===== config.mk =====
export PLATFORM = sky130hd
export DESIGN_NAME = alu_muldiv_flat
export DESIGN_NICKNAME = d
export VERILOG_FILES = /design/src/rtl/alu_muldiv_if.sv /design/src/rtl/alu_muldiv.sv /design/src/flat_wrapper.sv
export SDC_FILE = /design/constraint.sdc
export NUM_CORES = 1
export LEC_CHECK = 0
export ABC_AREA = 1
export CAP_MARGIN = 20
export CORE_MARGIN = 3
export CORE_UTILIZATION = 60
export DETAILED_ROUTE_END_ITERATION = 10
export GPL_TIMING_DRIVEN = 0
export PLACE_DENSITY_LB_ADDON = 0.12
export SLEW_MARGIN = 20
export SYNTH_ARGS = -nofsm -noshare
export SYNTH_HDL_FRONTEND = slang
export SYNTH_SLANG_ARGS = --single-unit

===== constraint.sdc =====
create_clock -name clk -period 2.8 [get_ports clk]
set_clock_uncertainty 0.2 [all_clocks]
set_input_delay 0.42 -clock clk [delete_from_list [all_inputs] [get_ports clk]]
set_output_delay 0.42 -clock clk [all_outputs]
set_load 0.05 [all_outputs]

===== src/rtl/alu_muldiv_if.sv =====
// Request/result bundle between the execute stage and the multiply/divide unit.
interface alu_muldiv_if #(
    parameter int DATA_WIDTH = 16
);
    logic [DATA_WIDTH-1:0] rega;
    logic [DATA_WIDTH-1:0] regb;
    logic [2:0]            op;
    logic                  start;
    logic                  busy;
    logic                  done;
    logic [DATA_WIDTH-1:0] hi;
    logic [DATA_WIDTH-1:0] lo;
    logic                  div_by_zero;

    // Pipeline side: issues requests, reads HI/LO and status.
    modport master (
        output rega, regb, op, start,
        input  busy, done, hi, lo, div_by_zero
    );

    // Unit side.
    modport slave (
        input  rega, regb, op, start,
        output busy, done, hi, lo, div_by_zero
    );
endinterface


===== src/rtl/alu_muldiv.sv =====
// MIPS I multiply/divide unit: iterative radix-2 engine with HI/LO registers.
// MULT/MULTU/DIV/DIVU take DATA_WIDTH+1 busy cycles; MTHI/MTLO take one edge.
module alu_muldiv #(
    parameter int DATA_WIDTH = 16
) (
    input  logic         clk,
    input  logic         rst_n,
    alu_muldiv_if.slave  bus
);
    localparam int W        = DATA_WIDTH;
    localparam int CNT_BITS = $clog2(W) + 1;

    localparam logic [2:0] OP_MULT  = 3'd0;
    localparam logic [2:0] OP_MULTU = 3'd1;
    localparam logic [2:0] OP_DIV   = 3'd2;
    localparam logic [2:0] OP_DIVU  = 3'd3;
    localparam logic [2:0] OP_MTHI  = 3'd4;
    localparam logic [2:0] OP_MTLO  = 3'd5;

    typedef enum logic [1:0] {
        S_IDLE,
        S_RUN,
        S_FIX
    } state_t;

    state_t                state_reg, state_next;
    logic [CNT_BITS-1:0]   cnt_reg;
    logic [W-1:0]          acc_hi_reg;   // partial product high / running remainder
    logic [W-1:0]          acc_lo_reg;   // multiplier bits / dividend-quotient shifter
    logic [W-1:0]          opb_reg;      // |multiplicand| or |divisor|
    logic [W-1:0]          orig_a_reg;   // raw rega, returned as HI on divide by zero
    logic                  is_div_reg;
    logic                  b_zero_reg;
    logic                  sign_q_reg;   // product / quotient must be negated
    logic                  sign_r_reg;   // remainder must be negated
    logic [W-1:0]          hi_reg, lo_reg;
    logic                  done_reg;
    logic                  dbz_reg;

    logic                  accept;
    logic                  a_neg, b_neg;
    logic [W-1:0]          a_abs, b_abs;
    logic [W:0]            mul_sum;
    logic [W+1:0]          div_diff;
    logic [2*W-1:0]        prod_fixed;
    logic [W-1:0]          fix_hi, fix_lo;

    // An arithmetic request is only taken while idle.
    assign accept = (state_reg == S_IDLE) && bus.start && (bus.op <= OP_DIVU);

    // Operand conditioning: signed ops run on magnitudes and fix signs at the end.
    always_comb begin
        a_neg = 1'b0;
        b_neg = 1'b0;
        if (bus.op == OP_MULT || bus.op == OP_DIV) begin
            a_neg = bus.rega[W-1];
            b_neg = bus.regb[W-1];
        end
        a_abs = a_neg ? (~bus.rega + 1'b1) : bus.rega;
        b_abs = b_neg ? (~bus.regb + 1'b1) : bus.regb;
    end

    // One iteration: shift-add for multiply, restoring shift-subtract for divide.
    always_comb begin
        mul_sum  = {1'b0, acc_hi_reg} + (acc_lo_reg[0] ? {1'b0, opb_reg} : {(W+1){1'b0}});
        div_diff = {1'b0, acc_hi_reg, acc_lo_reg[W-1]} - {2'b00, opb_reg};
    end

    // Final sign correction and divide-by-zero substitution for write-back.
    always_comb begin
        prod_fixed = {acc_hi_reg, acc_lo_reg};
        if (sign_q_reg) begin
            prod_fixed = ~prod_fixed + 1'b1;
        end
        fix_hi = prod_fixed[2*W-1:W];
        fix_lo = prod_fixed[W-1:0];
        if (is_div_reg) begin
            if (b_zero_reg) begin
                fix_hi = orig_a_reg;
                fix_lo = {W{1'b1}};
            end else begin
                fix_hi = sign_r_reg ? (~acc_hi_reg + 1'b1) : acc_hi_reg;
                fix_lo = sign_q_reg ? (~acc_lo_reg + 1'b1) : acc_lo_reg;
            end
        end
    end

    // State register.
    always_ff @(posedge clk) begin
        if (!rst_n) begin
            state_reg <= S_IDLE;
        end else begin
            state_reg <= state_next;
        end
    end

    // Next-state logic: IDLE -> RUN for W edges -> FIX for one edge -> IDLE.
    always_comb begin
        state_next = state_reg;
        case (state_reg)
            S_IDLE: if (accept) state_next = S_RUN;
            S_RUN:  if (cnt_reg == CNT_BITS'(1)) state_next = S_FIX;
            S_FIX:  state_next = S_IDLE;
            default: state_next = S_IDLE;
        endcase
    end

    // Datapath, HI/LO and status registers.
    always_ff @(posedge clk) begin
        if (!rst_n) begin
            cnt_reg    <= '0;
            acc_hi_reg <= '0;
            acc_lo_reg <= '0;
            opb_reg    <= '0;
            orig_a_reg <= '0;
            is_div_reg <= 1'b0;
            b_zero_reg <= 1'b0;
            sign_q_reg <= 1'b0;
            sign_r_reg <= 1'b0;
            hi_reg     <= '0;
            lo_reg     <= '0;
            done_reg   <= 1'b0;
            dbz_reg    <= 1'b0;
        end else begin
            done_reg <= 1'b0;
            case (state_reg)
                S_IDLE: begin
                    if (accept) begin
                        cnt_reg    <= CNT_BITS'(W);
                        acc_hi_reg <= '0;
                        acc_lo_reg <= (bus.op == OP_DIV || bus.op == OP_DIVU) ? a_abs : b_abs;
                        opb_reg    <= (bus.op == OP_DIV || bus.op == OP_DIVU) ? b_abs : a_abs;
                        orig_a_reg <= bus.rega;
                        is_div_reg <= (bus.op == OP_DIV || bus.op == OP_DIVU);
                        b_zero_reg <= (bus.regb == '0);
                        sign_q_reg <= a_neg ^ b_neg;
                        sign_r_reg <= a_neg;
                        dbz_reg    <= 1'b0;
                    end else if (bus.start && bus.op == OP_MTHI) begin
                        hi_reg <= bus.rega;
                    end else if (bus.start && bus.op == OP_MTLO) begin
                        lo_reg <= bus.rega;
                    end
                end
                S_RUN: begin
                    cnt_reg <= cnt_reg - 1'b1;
                    if (is_div_reg) begin
                        if (!div_diff[W+1]) begin
                            acc_hi_reg <= div_diff[W-1:0];
                            acc_lo_reg <= {acc_lo_reg[W-2:0], 1'b1};
                        end else begin
                            acc_hi_reg <= {acc_hi_reg[W-2:0], acc_lo_reg[W-1]};
                            acc_lo_reg <= {acc_lo_reg[W-2:0], 1'b0};
                        end
                    end else begin
                        acc_hi_reg <= mul_sum[W:1];
                        acc_lo_reg <= {mul_sum[0], acc_lo_reg[W-1:1]};
                    end
                end
                S_FIX: begin
                    hi_reg   <= fix_hi;
                    lo_reg   <= fix_lo;
                    done_reg <= 1'b1;
                    dbz_reg  <= is_div_reg && b_zero_reg;
                end
                default: ;
            endcase
        end
    end

    assign bus.busy        = (state_reg != S_IDLE);
    assign bus.done        = done_reg;
    assign bus.hi          = hi_reg;
    assign bus.lo          = lo_reg;
    assign bus.div_by_zero = dbz_reg;
endmodule


===== src/flat_wrapper.sv =====
// flat-port wrapper written by rule: the top's interface ports become plain ports
module alu_muldiv_flat 
#(
    parameter int DATA_WIDTH = 16
)
  (clk, rst_n, bus_rega, bus_regb, bus_op, bus_start, bus_busy, bus_done, bus_hi, bus_lo, bus_div_by_zero);
  alu_muldiv_if #(.DATA_WIDTH(DATA_WIDTH)) bus_i ();
  input  logic clk;
  input  logic rst_n;
  input wire logic [$bits(bus_i.rega)-1:0] bus_rega;
  input wire logic [$bits(bus_i.regb)-1:0] bus_regb;
  input wire logic [$bits(bus_i.op)-1:0] bus_op;
  input wire logic [$bits(bus_i.start)-1:0] bus_start;
  output wire logic [$bits(bus_i.busy)-1:0] bus_busy;
  output wire logic [$bits(bus_i.done)-1:0] bus_done;
  output wire logic [$bits(bus_i.hi)-1:0] bus_hi;
  output wire logic [$bits(bus_i.lo)-1:0] bus_lo;
  output wire logic [$bits(bus_i.div_by_zero)-1:0] bus_div_by_zero;
  assign bus_i.rega = bus_rega;
  assign bus_i.regb = bus_regb;
  assign bus_i.op = bus_op;
  assign bus_i.start = bus_start;
  assign bus_busy = bus_i.busy;
  assign bus_done = bus_i.done;
  assign bus_hi = bus_i.hi;
  assign bus_lo = bus_i.lo;
  assign bus_div_by_zero = bus_i.div_by_zero;
  alu_muldiv #(.DATA_WIDTH(DATA_WIDTH)) u_core (.clk(clk), .rst_n(rst_n), .bus(bus_i));
endmodule

==> results of run 1 <==
-- power groups by stage --
stage | registers (mW) | clock network, mW | logic (mW)
2_1_floorplan | 1.81 | 0 | 1.12
3_3_place_gp | 1.77 | 0 | 1.70
3_5_place_dp | 1.77 | 0 | 1.72
4_1_cts | 1.74 | 1.32 | 1.73
5_1_grt | 1.75 | 1.37 | 1.95
6_report | 1.75 | 1.34 | 1.80
-- cells by family (layout without fill, tap and decap cells) --
family          Yosys count  count (layout)  synth area share, %
flops                   109             109                22.21
simple gates            886             886                38.53
buf+inv                 318             406                12.90
compound gates          357             357                19.15
xor+xnor                 22              22                1.961
fa+ha+maj                40              40                5.247
-- what timing repair did --
item | 4_1_cts | 5_1_grt
gates resized for setup | 0 | 6
setup endpoints to repair | 7 | 5
buffers inserted | 0 | 1
-- routing by layer --
layer | routed length (um) | part of all wire [%] | track usage, %
met5 | 0 | 0 | 0
met3 | 4740 | 13 | 13.58
met1 | 14440 | 39 | 51.20
met4 | 2288 | 6.2 | 20.80
met2 | 15590 | 42 | 60.28
-- cell type report --
type                            instances  area [um2]  area share, %
Multi-Input combinational cell       1305        6384          57.29
Sequential cell                       109        2185          19.61
Inverter                              254       959.7          8.613
Timing Repair Buffer                   73       728.2          6.536
Buffer                                 63       311.5          2.796
Tap cell                              216       270.3          2.426
Clock buffer                            9       225.2          2.021
Clock inverter                          7       78.83         0.7075
-- synth_stat cells (2+ instances only) --
| master | n |
|---|---|
| a21oi_1 | 156 |
| a221oi_1 | 3 |
| a31oi_1 | 3 |
| and2_1 | 2 |
| buf_1 | 10 |
| buf_2 | 15 |
| buf_6 | 7 |
| clkbuf_1 | 32 |
| clkinv_1 | 4 |
| dfxtp_1 | 109 |
| fa_1 | 2 |
| ha_1 | 38 |
| inv_1 | 240 |
| inv_2 | 9 |
| nand2_1 | 453 |
| nand2_2 | 2 |
| nand2_4 | 4 |
| nand3_1 | 175 |
| nand3_2 | 5 |
| nand3b_1 | 10 |
| nand4_1 | 24 |
| nor2_1 | 186 |
| nor2_2 | 4 |
| nor2_4 | 4 |
| nor3_1 | 12 |
| nor4_1 | 2 |
| o211ai_1 | 4 |
| o21ai_0 | 162 |
| o21ai_1 | 13 |
| o22ai_1 | 2 |
| o31ai_1 | 2 |
| xnor2_1 | 8 |
| xor2_1 | 14 |
-- cell usage in the layout (no fill, tap or decap), types with 3 or more instances in the layout --
cell	Yosys	layout
a21oi_1	156	155
a221oi_1	3	3
a31oi_1	3	3
buf_1	10	10
buf_2	15	15
buf_6	7	6
clkbuf_1	32	31
clkbuf_16	0	9
clkdlybuf4s50_1	0	72
clkinv_1	4	4
clkinvlp_4	0	3
dfxtp_1	109	107
ha_1	38	38
inv_1	240	239
inv_2	9	9
nand2_1	453	453
nand2_4	4	4
nand3_1	175	174
nand3_2	5	6
nand3b_1	10	10
nand4_1	24	24
nor2_1	186	186
nor2_2	4	4
nor2_4	4	4
nor3_1	12	12
o211ai_1	4	4
o21ai_0	162	162
o21ai_1	13	13
xnor2_1	8	8
xor2_1	14	14
-- final timing paths --
| kind | cells past startpoint | to | from |
|---|---|---|---|
| setup / recovery | 15 | u_core.acc_hi_reg[14] | u_core.acc_lo_reg[15] |
| hold / removal | 2 | u_core.orig_a_reg[8] | u_core.orig_a_reg[8] |
| setup reg to reg | 15 | u_core.acc_hi_reg[14] | u_core.acc_lo_reg[15] |
| hold reg to reg | 2 | u_core.orig_a_reg[8] | u_core.orig_a_reg[8] |
-- critical path, delay by kind of cell (launching register included) --
kind / cells / cell delay [ps]
and+or+nand+nor: 10 / 970
adders and majority gates: 2 / 650
DFF: 1 / 400
buffers and inverters: 2 / 220
AOI/OAI and AO/OA: 1 / 50
==> flow_summary_export.csv, run 1 <==
group,metric,value,unit
status,status,"finished clean",
finish,area_delta_synth_final,13.41,%
route,drt-vias-per-instance,5.933,
route,dr.first_iter.drc_count,1706,
die,pin_count,73,
route,wirelength,37060,um
setup_path,critPathRequiredTime,2830,ps
synthesis,post_synth.cell_area_avg,5.672,um2
synthesis,seq_area_frac_synth,22.21,%
timing,grt_setup_unrepaired,"false",
die,die_x,134.0,um
power_and_ir_drop,power.internal,2.836,mW
global_routing,grt_pass1_vias,10743,
placed_design,hpwl,29970,um
clocking,clock_latency,370,ps
timing,period_minus_slack,2634,ps
timing,slew_headroom,49.05,%
global_routing,antenna_found_initial,0,
setup_path,cp_slowest_stage_delay,420,ps
power_and_ir_drop,finalPower,4.882,mW
timing,final_max_slew_viol_count,0,
finish,fillers,1509,
setup_path,cpMaxStageDelayCell,"fa_1",
placed_design,dpl_cell_area,10820,um2
route,wl_per_cell,18.20,um
power_and_ir_drop,powerDensity,438.2,nW/um2
power_and_ir_drop,p_sw_share,41.91,%
die,die_h,134.0,um
power_and_ir_drop,pwr-share-comb,36.8,%
timing,hold_violations,0,
global_routing,grt-ovfl-total,0,
clocking,clockBufferDepth,2,
clocking,cts-htree-levels,3,
finish,instances_no_fill,2036,
run,maxCapViolCount,0,
worst_hold_path,hold_class,"reg2reg",
global_routing,grt_first_pass_wirelength,56380,um
clocking,numCtsBuffers,9,
synthesis,async_reset_ff_share,0,%
synthesis,synthCells,1732,
clocking,cts_hold_buf,0,
timing,worst_slew_pin_slew,764.3,ps
placed_design,finalWeightedCongestion,1.018,
synthesis,ys_ff_latch,109,
die,core_region_area,15940,um2
setup_path,path_cells,"inv_1, ha_1, fa_1, inv_1, nand3_1, nand3_1, nand2_1, nand2_1, nand2_1, nand2_1, nand2_1, nand3_1, nand2_1, nand2_1, a21oi_1",
clocking,cts_num_sinks,109,
synthesis,synth_area_leaders,"dfxtp_1, nand2_1, inv_1",
power_and_ir_drop,ir_worst_vdd,0.3899,mV
synthesis,ys_types,49,
finish,final_layout_size_suffix_gt1_share,4.286,%
finish,fin_area,11140,um2
timing,period_share,94.08,%
placed_design,portBuffers,72,
placed_design,pre_cts_slack,-124.3,ps
die,row_count,46,
clocking,cts_tree,"done",
timing,finalWorstSetupSlack,165.7,ps
setup_path,startpoint_type,"flip-flop",
clocking,ctsRootBufferMaster,"clkbuf_16",
timing,tns,0,ps
synthesis,synth_fp_nets,1810,
setup_path,critPathKind,"reg2reg",
timing,hold_ws,308.2,ps
power_and_ir_drop,power_leakage,5.600,nW
route,firstDrtPassIters,7,
finish,fin_util,69.89,%
setup_path,endpoint_kind,"flip-flop",
global_routing,grt_max_degree,22,
power_and_ir_drop,pwr-share-seq,35.8,%
die,initial_core_util,61.62,%
setup_path,cpMostUsedCell,"nand2_1",
power_and_ir_drop,clockPowerShare,27.4,%
route,num_vias,12080,
power_and_ir_drop,power.net_switching,2.046,mW
setup_path,reg2reg_slack,170,ps
route,drt.antenna.violating_nets,0,
finish,layout.nets,1893,
synthesis,ys.flop_type,"dfxtp_1",
finish,antenna_cells,0,
timing,finalSetupViolCount,0,
timing,max_freq,379.6,MHz
synthesis,ys.warnings.count,0,
setup_path,arrival,2660,ps
synthesis,synth_edf_count,0,
placed_design,dpl.cell_count,2020,
synthesis,syn_area,9824,um2
die,die-area,17950,um2
route,drcViolationCount,0,
synthesis,yosysTopAreaCell,"dfxtp_1",
setup_path,crit_fanout,6,
global_routing,grt.total_usage,40.14,%
synthesis,yosysTopAreaCellShare,22.21,%
clocking,clk_pin_slew,90,ps
Power figures use the tool's default switching activity.
==> run 2, diff against run 1 <==
==> constraint.sdc (replaced) <==
create_clock -name clk -period 2.9 [get_ports clk]
set_clock_uncertainty 0.2 [all_clocks]
set_input_delay 0.435 -clock clk [delete_from_list [all_inputs] [get_ports clk]]
set_output_delay 0.435 -clock clk [all_outputs]
set_load 0.05 [all_outputs]
==> flow_summary_export.csv, run 2 (synthesis results as in run 1) <==
group,metric,value,unit
clocking,clockBufferDepth,2,
worst_hold_path,hold-path-endpoint,"u_core.bus.lo[7]",
route,wl_per_cell,18.17,um
die,core_region_area,15940,um2
finish,layout.nets,1893,
global_routing,grt_first_pass_wirelength,56380,um
clocking,clk_pin_slew,80,ps
status,status,"finished clean",
setup_path,crit_buf_inv,2,
route,num_vias,12093,
timing,finalWorstSetupSlack,164.3,ps
setup_path,crit_cells,15,
power_and_ir_drop,power.internal,2.736,mW
setup_path,startpoint_type,"flip-flop",
timing,period_minus_slack,2736,ps
power_and_ir_drop,clockPowerShare,27.3,%
timing,period_share,94.33,%
setup_path,r2r_cells,15,
setup_path,critPathKind,"reg2reg",
setup_path,cpMaxStageDelayCell,"dfxtp_1",
power_and_ir_drop,power.net_switching,1.972,mW
die,row_count,46,
die,pin_count,73,
setup_path,critPathRequiredTime,2930,ps
timing,final_max_slew_viol_count,0,
worst_hold_path,worstHoldStart,"u_core.bus.lo[7]",
finish,mostFrequentLayoutCell,"nand2_1",
route,dr.first_iter.drc_count,1781,
timing,worst_slew_pin_slew,777.0,ps
timing,finalSetupViolCount,0,
placed_design,hpwl,29970,um
setup_path,cpMostUsedCell,"nand2_1",
global_routing,antenna_found_initial,0,
power_and_ir_drop,powerDensity,423.1,nW/um2
placed_design,portBuffers,72,
setup_path,r2r_start,"u_core.acc_lo_reg[15]",
finish,multi_input_area,6375,um2
clocking,clock_latency,370,ps
setup_path,reg2reg_slack,160,ps
finish,layout_common_cells,"nand2_1, inv_1, nor2_1",
finish,regArea,2183,um2
worst_hold_path,min_path_cells,1,
global_routing,grt-ovfl-total,0,
die,initial_core_util,61.62,%
power_and_ir_drop,pwr-share-seq,35.8,%
setup_path,arrival,2770,ps
die,die-area,17950,um2
placed_design,finalWeightedCongestion,1.018,
run,maxCapViolCount,0,
finish,fin_util,69.80,%
route,firstDrtPassIters,7,
clocking,cts-htree-levels,3,
route,wirelength,37000,um
global_routing,grt.total_usage,40.14,%
timing,grt_setup_unrepaired,"false",
setup_path,endpoint_kind,"flip-flop",
clocking,ctsRootBufferMaster,"clkbuf_16",
finish,antenna_cells,0,
die,die_x,134.0,um
route,drt.antenna.violating_nets,0,
power_and_ir_drop,p_sw_share,41.88,%
clocking,cts_tree,"done",
finish,fillers,1513,
power_and_ir_drop,power_leakage,5.591,nW
power_and_ir_drop,ir_worst_vdd,0.3696,mV
placed_design,pre_cts_slack,-24.32,ps
setup_path,worstReg2RegEnd,"u_core.acc_hi_reg[14]",
timing,slew_headroom,48.20,%
worst_hold_path,hold_class,"reg2reg",
timing,max_freq,365.5,MHz
route,drcViolationCount,0,
route,drt-vias-per-instance,5.940,
global_routing,grt_max_degree,22,
setup_path,cp_top_family,"simple AND/OR/NAND/NOR gates",
die,die_h,134.0,um
clocking,numCtsBuffers,9,
power_and_ir_drop,pwr-share-comb,36.9,%
finish,area_delta_synth_final,13.27,%
clocking,cts_hold_buf,0,
global_routing,grt_pass1_vias,10743,
setup_path,path_cells,"inv_1, ha_1, fa_1, inv_1, nand3_1, nand3_1, nand2_1, nand2_1, nand2_1, nand2_1, nand2_1, nand3_1, nand2_1, nand2_1, a21oi_1",
timing,tns,0,ps
clocking,cts_num_sinks,109,
setup_path,cp_slowest_stage_delay,460,ps
setup_path,crit_fanout,6,
timing,hold_violations,0,
finish,final_layout_size_suffix_gt1_share,4.121,%
[run 2: metrics by stage]
stage	instance area, um2	instances	hold WS [ps]	power, mW
floorplan	9824	1732	229.4	2.828
global placement	10820	2020	260.4	3.351
detailed placement	10820	2020	277.1	3.375
CTS	11120	2035	297.4	4.626
global route	11130	2036	314.9	4.897
finish	11130	2036	310.6	4.708
[run 2: cell type report]
type                            instances  area share (%)
Buffer                                 63           2.766
Clock buffer                            9           2.024
Clock inverter                          7          0.7083
Inverter                              254           8.624
Multi-Input combinational cell       1305           57.29
Sequential cell                       109           19.62
Tap cell                              216           2.429
Timing Repair Buffer                   73           6.544
[run 2: what timing repair did]
action / in CTS / in global routing
resized for setup: 0 / 2
setup endpoints to repair: 3 / 1
buffers inserted: 0 / 1
[run 2: worst register-to-register path, stage by stage (launching register included)]
cell and delay, ps:
dfxtp_1 460, inv_1 160, ha_1 240, fa_1 420
inv_1 100, nand3_1 70, nand3_1 190, nand2_1 80
nand2_1 110, nand2_1 120, nand2_1 90, nand2_1 50
nand3_1 120, nand2_1 70, nand2_1 70, a21oi_1 50
[run 2: layer usage]
layer | part of all wire [%] | up-vias | global-route usage, % | wire length, um
met5 | 0 | - | 0 | 0
met4 | 6.5 | 0 | 20.80 | 2401
li1 | - | 5785 | - | -
met1 | 39 | 5380 | 51.20 | 14310
met2 | 42 | 745 | 60.28 | 15430
met3 | 13 | 183 | 13.58 | 4859
[run 2: how the worst max path moves through the flow]
stage / from / end
after global placement: bus_rega[0] / u_core.opb_reg[10]
after floorplan: u_core.acc_lo_reg[0] / u_core.acc_hi_reg[15]
after CTS: u_core.acc_hi_reg[0] / u_core.acc_hi_reg[14]
after global routing: u_core.acc_lo_reg[0] / u_core.acc_hi_reg[11]
final: u_core.acc_lo_reg[15] / u_core.acc_hi_reg[14]
after detailed placement: u_core.acc_lo_reg[0] / u_core.acc_hi_reg[15]
[run 2: power by group through the flow]
| stage | clock network (mW) | registers [mW] | logic (mW) |
|---|---|---|---|
| after floorplan | 0 | 1.75 | 1.08 |
| after global placement | 0 | 1.71 | 1.64 |
| after global routing | 1.33 | 1.69 | 1.88 |
| after detailed placement | 0 | 1.71 | 1.66 |
| after CTS | 1.28 | 1.68 | 1.67 |
| final | 1.29 | 1.69 | 1.74 |
==> run 3, diff against run 2 <==
==> constraint.sdc (replaced) <==
create_clock -name clk -period 3.5 [get_ports clk]
set_clock_uncertainty 0.2 [all_clocks]
set_input_delay 0.525 -clock clk [delete_from_list [all_inputs] [get_ports clk]]
set_output_delay 0.525 -clock clk [all_outputs]
set_load 0.05 [all_outputs]
==> flow_summary_export.csv, run 3 (synthesis results as in run 1) <==
group,metric,value,unit
status,status,"finished clean",
timing,max_freq,327.8,MHz
route,drcViolationCount,0,
die,row_count,46,
setup_path,crit_buf_inv,7,
setup_path,endpoint_kind,"flip-flop",
timing,slew_headroom,46.88,%
clocking,cts-htree-levels,3,
route,wl_per_cell,18.19,um
finish,area_delta_synth_final,13.18,%
finish,final_layout_size_suffix_gt1_share,3.956,%
die,core_region_area,15940,um2
setup_path,critPathKind,"reg2reg",
timing,tns,0,ps
power_and_ir_drop,power_leakage,5.588,nW
clocking,cts_hold_buf,0,
die,die-area,17950,um2
global_routing,grt-ovfl-total,0,
global_routing,grt_max_degree,22,
placed_design,hpwl,29970,um
die,initial_core_util,61.62,%
clocking,ctsRootBufferMaster,"clkbuf_16",
clocking,clock_latency,370,ps
setup_path,path_cells,"buf_6, clkbuf_1, nand2_1, inv_1, ha_1, inv_1, fa_1, inv_1, nand3_1, nand3_1, nand3_1, nand3_1, nand2_1, inv_1, o21ai_0, inv_1, nand2_1, a21oi_1",
setup_path,cp_top_family,"buffers and inverters",
worst_hold_path,worstHoldStart,"u_core.orig_a_reg[8]",
setup_path,critPathLaunch,"u_core.acc_lo_reg[0]",
finish,mostFrequentLayoutCell,"nand2_1",
finish,layout.nets,1893,
timing,finalSetupViolCount,0,
route,num_vias,12124,
timing,finalWorstSetupSlack,449.8,ps
timing,worst_slew_pin_slew,796.8,ps
finish,layout_common_cells,"nand2_1, inv_1, nor2_1",
setup_path,cp_slowest_stage_delay,420,ps
route,drt.antenna.violating_nets,0,
global_routing,grt.total_usage,40.17,%
timing,final_max_slew_viol_count,0,
power_and_ir_drop,ir_worst_vdd,0.3065,mV
finish,fin_util,69.75,%
global_routing,grt_first_pass_wirelength,56430,um
clocking,clk_pin_slew,80,ps
clocking,clockBufferDepth,2,
placed_design,dpl.cell_count,2020,
setup_path,critPathRequiredTime,3600,ps
global_routing,antenna_found_initial,0,
clocking,cts_resized,0,
clocking,postCtsSetupRepairBufs,0,
die,die_h,134.0,um
power_and_ir_drop,powerDensity,350.4,nW/um2
timing,hold_ws,306.9,ps
finish,fin_area,11120,um2
placed_design,portBuffers,72,
setup_path,arrival,3150,ps
timing,grt_setup_unrepaired,"false",
route,wirelength,37030,um
placed_design,finalWeightedCongestion,1.018,
clocking,cts_tree,"done",
setup_path,cpMostUsedCell,"inv_1",
placed_design,dpl_cell_area,10820,um2
finish,antenna_cells,0,
setup_path,crit_fanout,10,
worst_hold_path,hold_class,"reg2reg",
setup_path,cpMaxStageDelayCell,"clkbuf_1",
die,pin_count,73,
setup_path,r2r_start,"u_core.acc_lo_reg[0]",
route,drt-vias-per-instance,5.955,
run,maxCapViolCount,0,
route,firstDrtPassIters,8,
timing,hold_violations,0,
power_and_ir_drop,finalPower,3.896,mW
clocking,cts_num_sinks,109,
clocking,numCtsBuffers,9,
timing,period_minus_slack,3050,ps
setup_path,startpoint_type,"flip-flop",
global_routing,grt_pass1_vias,10746,
timing,period_share,87.15,%
finish,instances_no_fill,2036,
placed_design,pre_cts_slack,535.1,ps
route,dr.first_iter.drc_count,1752,
die,die_x,134.0,um
## run 3: cell types whose count changed in the layout (fill, tap and decap cells not counted)
| cell | delta |
|---|---|
| buf_4 | -1 |
| dfxtp_2 | -1 |
| inv_1 | +1 |
| dfxtp_1 | +1 |
| clkbuf_1 | +1 |
| clkinvlp_4 | -1 |
## run 3: path summary, 6_finish.rpt
check	end	slack, ps	depth (start not counted)
setup / recovery	u_core.acc_hi_reg[15]	450	18
hold / removal	u_core.orig_a_reg[8]	310	2
hold reg to reg	u_core.orig_a_reg[8]	310	2
setup reg to reg	u_core.acc_hi_reg[15]	450	18
## run 3: report_power, final
part	total (mW)	internal [mW]	switching, mW
clock network	1.06	0.508	0.553
logic	1.44	0.443	0.996
registers	1.40	1.32	0.0799
## run 3: final cells by class
cell class,count,area (um2)
fillers,1513,4823
repair buffers,72,720.7
flip-flops and latches,109,2182
plain buffers,64,311.5
multi-input cells,1305,6375
clock inverters,7,78.83
clock buffers,9,225.2
well taps,216,270.3
inverters,254,955.9
## run 3: worst min-delay path, cell delays in order (launching register included)
cell	delay (ps)
dfxtp_1	300
inv_1	90
a21oi_1	70
## run 3: routing by layer
metal / GRT usage (%) / routed length, um / share of wire, % / vias to the layer above
met2: 60.44 / 15570 / 42 / 732
met4: 20.63 / 2235 / 6.0 / 0
met3: 13.47 / 4888 / 13 / 166
met5: 0 / 0 / 0 / -
li1: - / - / - / 5783
met1: 51.30 / 14340 / 39 / 5443
